==> src/rtl/div_pkg.sv <==
// Shared types and constants for the iterative signed divider.
// Holds the state encoding, operand width, iteration count and counter width.
package div_pkg;

   localparam int DIV_WIDTH = 32;
   localparam int DIV_ITERS = 32;
   localparam int CNT_W     = 6;

   localparam logic [1:0] S_IDLE = 2'd0;
   localparam logic [1:0] S_BUSY = 2'd1;
   localparam logic [1:0] S_FIX  = 2'd2;
   localparam logic [1:0] S_DONE = 2'd3;

   typedef enum logic [1:0] {
      IDLE = S_IDLE,
      BUSY = S_BUSY,
      FIX  = S_FIX,
      DONE = S_DONE
   } div_state_t;

   localparam logic [CNT_W-1:0] CNT_LAST = CNT_W'(DIV_ITERS - 1);

endpackage

==> src/rtl/div_step.sv <==
// One restoring-division step: shift {rem,quo} left, trial-subtract dvs, keep or restore.
// Combinational, zero latency; no flow control.
module div_step
   import div_pkg::*;
(
   input  logic [DIV_WIDTH-1:0] rem,
   input  logic [DIV_WIDTH-1:0] quo,
   input  logic [DIV_WIDTH-1:0] dvs,
   output logic [DIV_WIDTH-1:0] rem_next,
   output logic [DIV_WIDTH-1:0] quo_next
);

   logic [DIV_WIDTH-1:0] rem_sh;
   logic [DIV_WIDTH-1:0] diff;
   logic                 cout;
   logic                 unused_rem_msb;

   // rem is always below dvs <= 2^31, so its top bit is zero and can be shifted out.
   assign unused_rem_msb = rem[DIV_WIDTH-1];
   assign rem_sh         = {rem[DIV_WIDTH-2:0], quo[DIV_WIDTH-1]};

   subtract u_sub (
      .a    (rem_sh),
      .b    (dvs),
      .diff (diff),
      .cout (cout)
   );

   assign rem_next = cout ? diff : rem_sh;
   assign quo_next = {quo[DIV_WIDTH-2:0], cout};

endmodule

==> src/rtl/subtract.sv <==
// 32-bit subtractor: diff = a - b, cout = 1 when unsigned a >= b.
// Purely combinational; no flow control.
module subtract (
   input  logic [31:0] a,
   input  logic [31:0] b,
   output logic [31:0] diff,
   output logic        cout
);

   assign {cout, diff} = {1'b0, a} + {1'b0, ~b} + 33'd1;

endmodule

==> src/rtl/divider.sv <==
// Iterative 32-bit signed divider, truncating quotient; 34 cycles start-to-ready (1 for divide-by-zero).
// No backpressure: starts outside IDLE are dropped, the ready strobe lasts one cycle.
module divider
   import div_pkg::*;
#(
   parameter int WIDTH = DIV_WIDTH
) (
   input  logic             clock,
   input  logic             resetn,
   input  logic             ctrl_DIV,
   input  logic [WIDTH-1:0] data_operandA,
   input  logic [WIDTH-1:0] data_operandB,
   output logic [WIDTH-1:0] data_result,
   output logic             data_exception,
   output logic             data_resultRDY
);

   div_state_t           state;
   logic [DIV_WIDTH-1:0] rem;
   logic [DIV_WIDTH-1:0] quo;
   logic [DIV_WIDTH-1:0] dvs;
   logic                 sign;
   logic [CNT_W-1:0]     count;

   logic [DIV_WIDTH-1:0] rem_next;
   logic [DIV_WIDTH-1:0] quo_next;
   logic [DIV_WIDTH-1:0] neg_in;
   logic [DIV_WIDTH-1:0] neg_a;
   logic [DIV_WIDTH-1:0] neg_b;
   logic                 unused_cout_a;
   logic                 unused_cout_b;

   div_step u_step (
      .rem      (rem),
      .quo      (quo),
      .dvs      (dvs),
      .rem_next (rem_next),
      .quo_next (quo_next)
   );

   // Shared negator: |A| while idle, -Q during the fix-up cycle.
   assign neg_in = (state == FIX) ? quo : data_operandA;

   subtract u_neg_a (
      .a    ('0),
      .b    (neg_in),
      .diff (neg_a),
      .cout (unused_cout_a)
   );

   subtract u_neg_b (
      .a    ('0),
      .b    (data_operandB),
      .diff (neg_b),
      .cout (unused_cout_b)
   );

   always_ff @(posedge clock) begin
      if (!resetn) begin
         state          <= IDLE;
         rem            <= '0;
         quo            <= '0;
         dvs            <= '0;
         sign           <= 1'b0;
         count          <= '0;
         data_result    <= '0;
         data_exception <= 1'b0;
         data_resultRDY <= 1'b0;
      end else begin
         data_resultRDY <= 1'b0;
         case (state)
            IDLE: begin
               if (ctrl_DIV) begin
                  if (data_operandB == '0) begin
                     data_result    <= '0;
                     data_exception <= 1'b1;
                     state          <= DONE;
                  end else begin
                     sign  <= data_operandA[WIDTH-1] ^ data_operandB[WIDTH-1];
                     quo   <= data_operandA[WIDTH-1] ? neg_a : data_operandA;
                     dvs   <= data_operandB[WIDTH-1] ? neg_b : data_operandB;
                     rem   <= '0;
                     count <= '0;
                     state <= BUSY;
                  end
               end
            end
            BUSY: begin
               rem   <= rem_next;
               quo   <= quo_next;
               count <= count + CNT_W'(1);
               if (count == CNT_LAST) begin
                  state <= FIX;
               end
            end
            FIX: begin
               data_result    <= sign ? neg_a : quo;
               data_exception <= 1'b0;
               state          <= DONE;
            end
            DONE: begin
               data_resultRDY <= 1'b1;
               state          <= IDLE;
            end
         endcase
      end
   end

endmodule

==> config.mk <==
export PLATFORM = sky130hd
export DESIGN_NAME = divider
export DESIGN_NICKNAME = d
export VERILOG_FILES = /design/src/rtl/div_pkg.sv /design/src/rtl/div_step.sv /design/src/rtl/subtract.sv /design/src/rtl/divider.sv
export SDC_FILE = /design/constraint.sdc
export NUM_CORES = 1
export LEC_CHECK = 0
export ABC_AREA = 1
export CAP_MARGIN = 20
export CORE_AREA = 2 2 212 162
export CTS_BUF_LIST = sky130_fd_sc_hd__clkbuf_8 sky130_fd_sc_hd__clkbuf_16
export DETAILED_ROUTE_END_ITERATION = 10
export DIE_AREA = 0 0 214 164
export PLACE_DENSITY = 0.6
export SLEW_MARGIN = 10
export SYNTH_ARGS = -nofsm -noshare
export SYNTH_HDL_FRONTEND = slang
export SYNTH_SLANG_ARGS = --single-unit
==> constraint.sdc <==
create_clock -name clock -period 2.35 [get_ports clock]
set_input_delay 0.3525 -clock clock [delete_from_list [all_inputs] [get_ports clock]]
set_output_delay 0.3525 -clock clock [all_outputs]
set_load 0.005 [all_outputs]
==> results of run 1 <==
## cell usage in the layout (no fill, tap or decap), types with 30 or more instances in the layout
| cell type | n |
|---|---|
| nand3_1 | 150 |
| clkdlybuf4s50_1 | 98 |
| nor2_1 | 147 |
| buf_4 | 215 |
| dfxtp_1 | 135 |
| o21ai_0 | 61 |
| a21oi_1 | 133 |
| nand2_2 | 47 |
| nor2_2 | 30 |
| nand2_1 | 657 |
| inv_1 | 269 |
| ha_1 | 34 |
## through the flow
| step | power [W] | setup slack, ns |
|---|---|---|
| final | 0.0150 | 0.00384 |
| after global routing | 0.0160 | -0.0769 |
| after CTS | 0.0139 | -0.0103 |
| after detailed placement | 0.0107 | -0.182 |
| after global placement | 0.0107 | -0.184 |
| after floorplan | 0.00764 | 0.0827 |
## worst min-delay path by stage
| stage | from | to | slack, ns | cells after the start |
|---|---|---|---|---|
| 6_report | data_result[15]$_SDFFE_PN0P_ | data_result[15]$_SDFFE_PN0P_ | 0.46 | 2 |
| 5_1_grt | data_result[17]$_SDFFE_PN0P_ | data_result[17]$_SDFFE_PN0P_ | 0.48 | 2 |
| 4_1_cts | resetn | rem[18]$_SDFFE_PN0P_ | 0.46 | 3 |
| 3_5_place_dp | data_result[15]$_SDFFE_PN0P_ | data_result[15]$_SDFFE_PN0P_ | 0.46 | 2 |
| 3_3_place_gp | quo[1]$_SDFFE_PN0P_ | quo[1]$_SDFFE_PN0P_ | 0.45 | 2 |
| 2_1_floorplan | dvs[31]$_SDFFE_PN0P_ | dvs[31]$_SDFFE_PN0P_ | 0.43 | 2 |
## cell type report
type | instances | share of cell area
timing repair buffer | 342 | 0.194
clock buffer | 19 | 0.0285
multi-input combinational | 1493 | 0.488
tap | 450 | 0.0354
inverter | 284 | 0.0679
sequential | 138 | 0.174
clock inverter | 13 | 0.0125
## registers in the layout, indices dropped and copies added (netlist names)
name            flops
quo                32
data_resultRDY      1
count               6
data_exception      1
sign                1
data_result        32
state               2
rem                31
dvs                32
## layer usage
metal  GRT usage  up-vias  part of all wire
met4      0.0458        0             0.012
met5           0        -                 0
met3      0.0454       36             0.084
met2       0.330      495              0.39
met1       0.363     6200              0.52
li1            -     6803                 -
## cells by family (layout without fill, tap and decap cells)
logic type                 count (synthesis)  in the layout  share of synthesized area
xor gates and xnor gates                  46             46                     0.0354
buffers and inverters                    360            658                      0.129
DFF                                      138            138                      0.243
AOI/OAI and AO/OA                        275            275                      0.132
adders and majority gates                 40             40                     0.0447
and+or+nand+nor                         1132           1132                      0.415
## worst max-delay path, delay by kind of cell, from the launching register on
| kind | cells | cell delay (ns) |
|---|---|---|
| DFF | 1 | 0.33 |
| adders and majority gates | 1 | 0.22 |
| buffers and inverters | 7 | 0.77 |
| and+or+nand+nor | 6 | 0.59 |
| AOI/OAI and AO/OA | 3 | 0.32 |
## what timing repair did
item | CTS | global route
pin swaps | 2 | 58
cloned | 0 | 4
gates resized for setup | 7 | 190
endpoints found under the setup margin | 37 | 83
setup buffers | 2 | 13
## report_power, final
| part | internal, W | switching, W |
|---|---|---|
| registers | 0.00276 | 0.000349 |
| clock network | 0.00193 | 0.00114 |
| logic | 0.00348 | 0.00532 |
==> reports/metrics.csv, run 1 <==
metric;value;unit
CP arrival;2.67;ns
dpl cells;2688;
DRC;0;
# IOs;101;
CP startpoint kind;flop;
FMAX;0.426;GHz
crit-path cells;inv_2 > ha_4 > buf_8 > nand2_4 > inv_4 > nor2_4 > buf_4 > buf_4 > nand3_4 > nor2_4 > buf_4 > nand2_2 > nand2_2 > a21oi_2 > o21ai_2 > buf_4 > a21oi_1;
root buf cell;clkbuf_16;
Layout area overhead;39.7;%
Yosys top cell area share;0.243;
row cnt;58;
DR pass1 iterations;7;
worst setup path category;flop to flop;
die area;35100;um^2
Leak;7.62;nW
count leader, synth;nand2_1;
Crit Path Max Fanout;6;
vias in the first global route;11900;
top cells by instance count after synthesis;nand2_1, inv_1, nor2_1;
Slew Limit Fails;0;
largest net degree at the start of global routing;51;
predominant post-synthesis flop cell;dfxtp_1;
hold buffers post-CTS;0;
critical path capture point type;flop;
Vias/cell;4.94;
Critical Path End;data_result[11]$_SDFFE_PN0P_;
sequential share of the synthesized area;0.243;
routed len/inst;15.5;um
Die Y;164;um
ys async rst share;0;
Routability Congestion;0.996;
Setup crit start;state[0]$_SDFFE_PN0P_;
final non-filler cell area;15900;um^2
final std cells w/o fill;2739;
Worst path max stage delay;0.33;ns
R2R setup slack;0.004;ns
final-stage net count;2383;
first-pass GRT wire length;65100;um
CP required;2.68;ns
Worst R2R End;data_result[11]$_SDFFE_PN0P_;
worst hold path type;flop to flop;
initial antenna violation count;0;
clock buffer depth;2;
Yosys cell types;47;
starting density of the core;0.344;
via count;13500;
Final period util;0.998;
antenna viol nets, final;0;
post-synthesis cell area;11400;um^2
FF+latch count, synth;138;
final WL;42500;um
Fillers;3392;
CTS Buf Count;17;
Crit-path slowest cell;dfxtp_2;
FF/Latch Area;2770;um^2
CTS Sinks;138;
Crit Reg-Reg Startpoint;state[0]$_SDFFE_PN0P_;
cell mode on critical path;buf_4;
Synthesis Warnings;0;
Die Span X;214;um
syn nets;2098;
Post-synth EDFFs;0;
status;complete, no violations;
maximum VDD drop;0.567;mV
syn_area_per_cell;5.71;um^2
skew final;0.0156;ns
gr usage total;0.234;
Initial DRC Count;1236;
Worst Tran Pin Value;0.882;ns
RSZ-0062 raised after global routing;yes;
post-DP HPWL;32500;um
fin crit period;2.35;ns
final setup vio count;0;
CTS tree;built;
clock-pin slew on the worst setup and hold paths;0.07;ns
# port buffers;100;
later-pin clock latency in the skew report;0.44;ns
post-synth top area cell;dfxtp_1;
Min Hold Slack;0.463;ns
Setup TNS;0;ns
final hold viol count;0;
top cells by area, synth;dfxtp_1, nand2_1, inv_1;
area of the multi-input gates;7740;um^2
PwrDens;944;nW/um^2
slew margin rel.;0.411;
GR Overflow Total;0;
Antenna Cells;0;
Syn Inst Count;1991;
Area after DPL;14300;um^2
worst reg-to-reg path cell count;17;
share of layout cells above drive strength 1;0.200;
CTS H-tree depth;4;
Core Util, Final;0.481;
core area;33000;um^2
max cap viols;0;
(Power assumes the default switching activity.)
==> run 2, diff against run 1 <==
Settings changed: HOLD_SLACK_MARGIN set to 0.1.
==> results of run 2 <==
The final DEF is identical to that of run 1; final timing and power are the same.
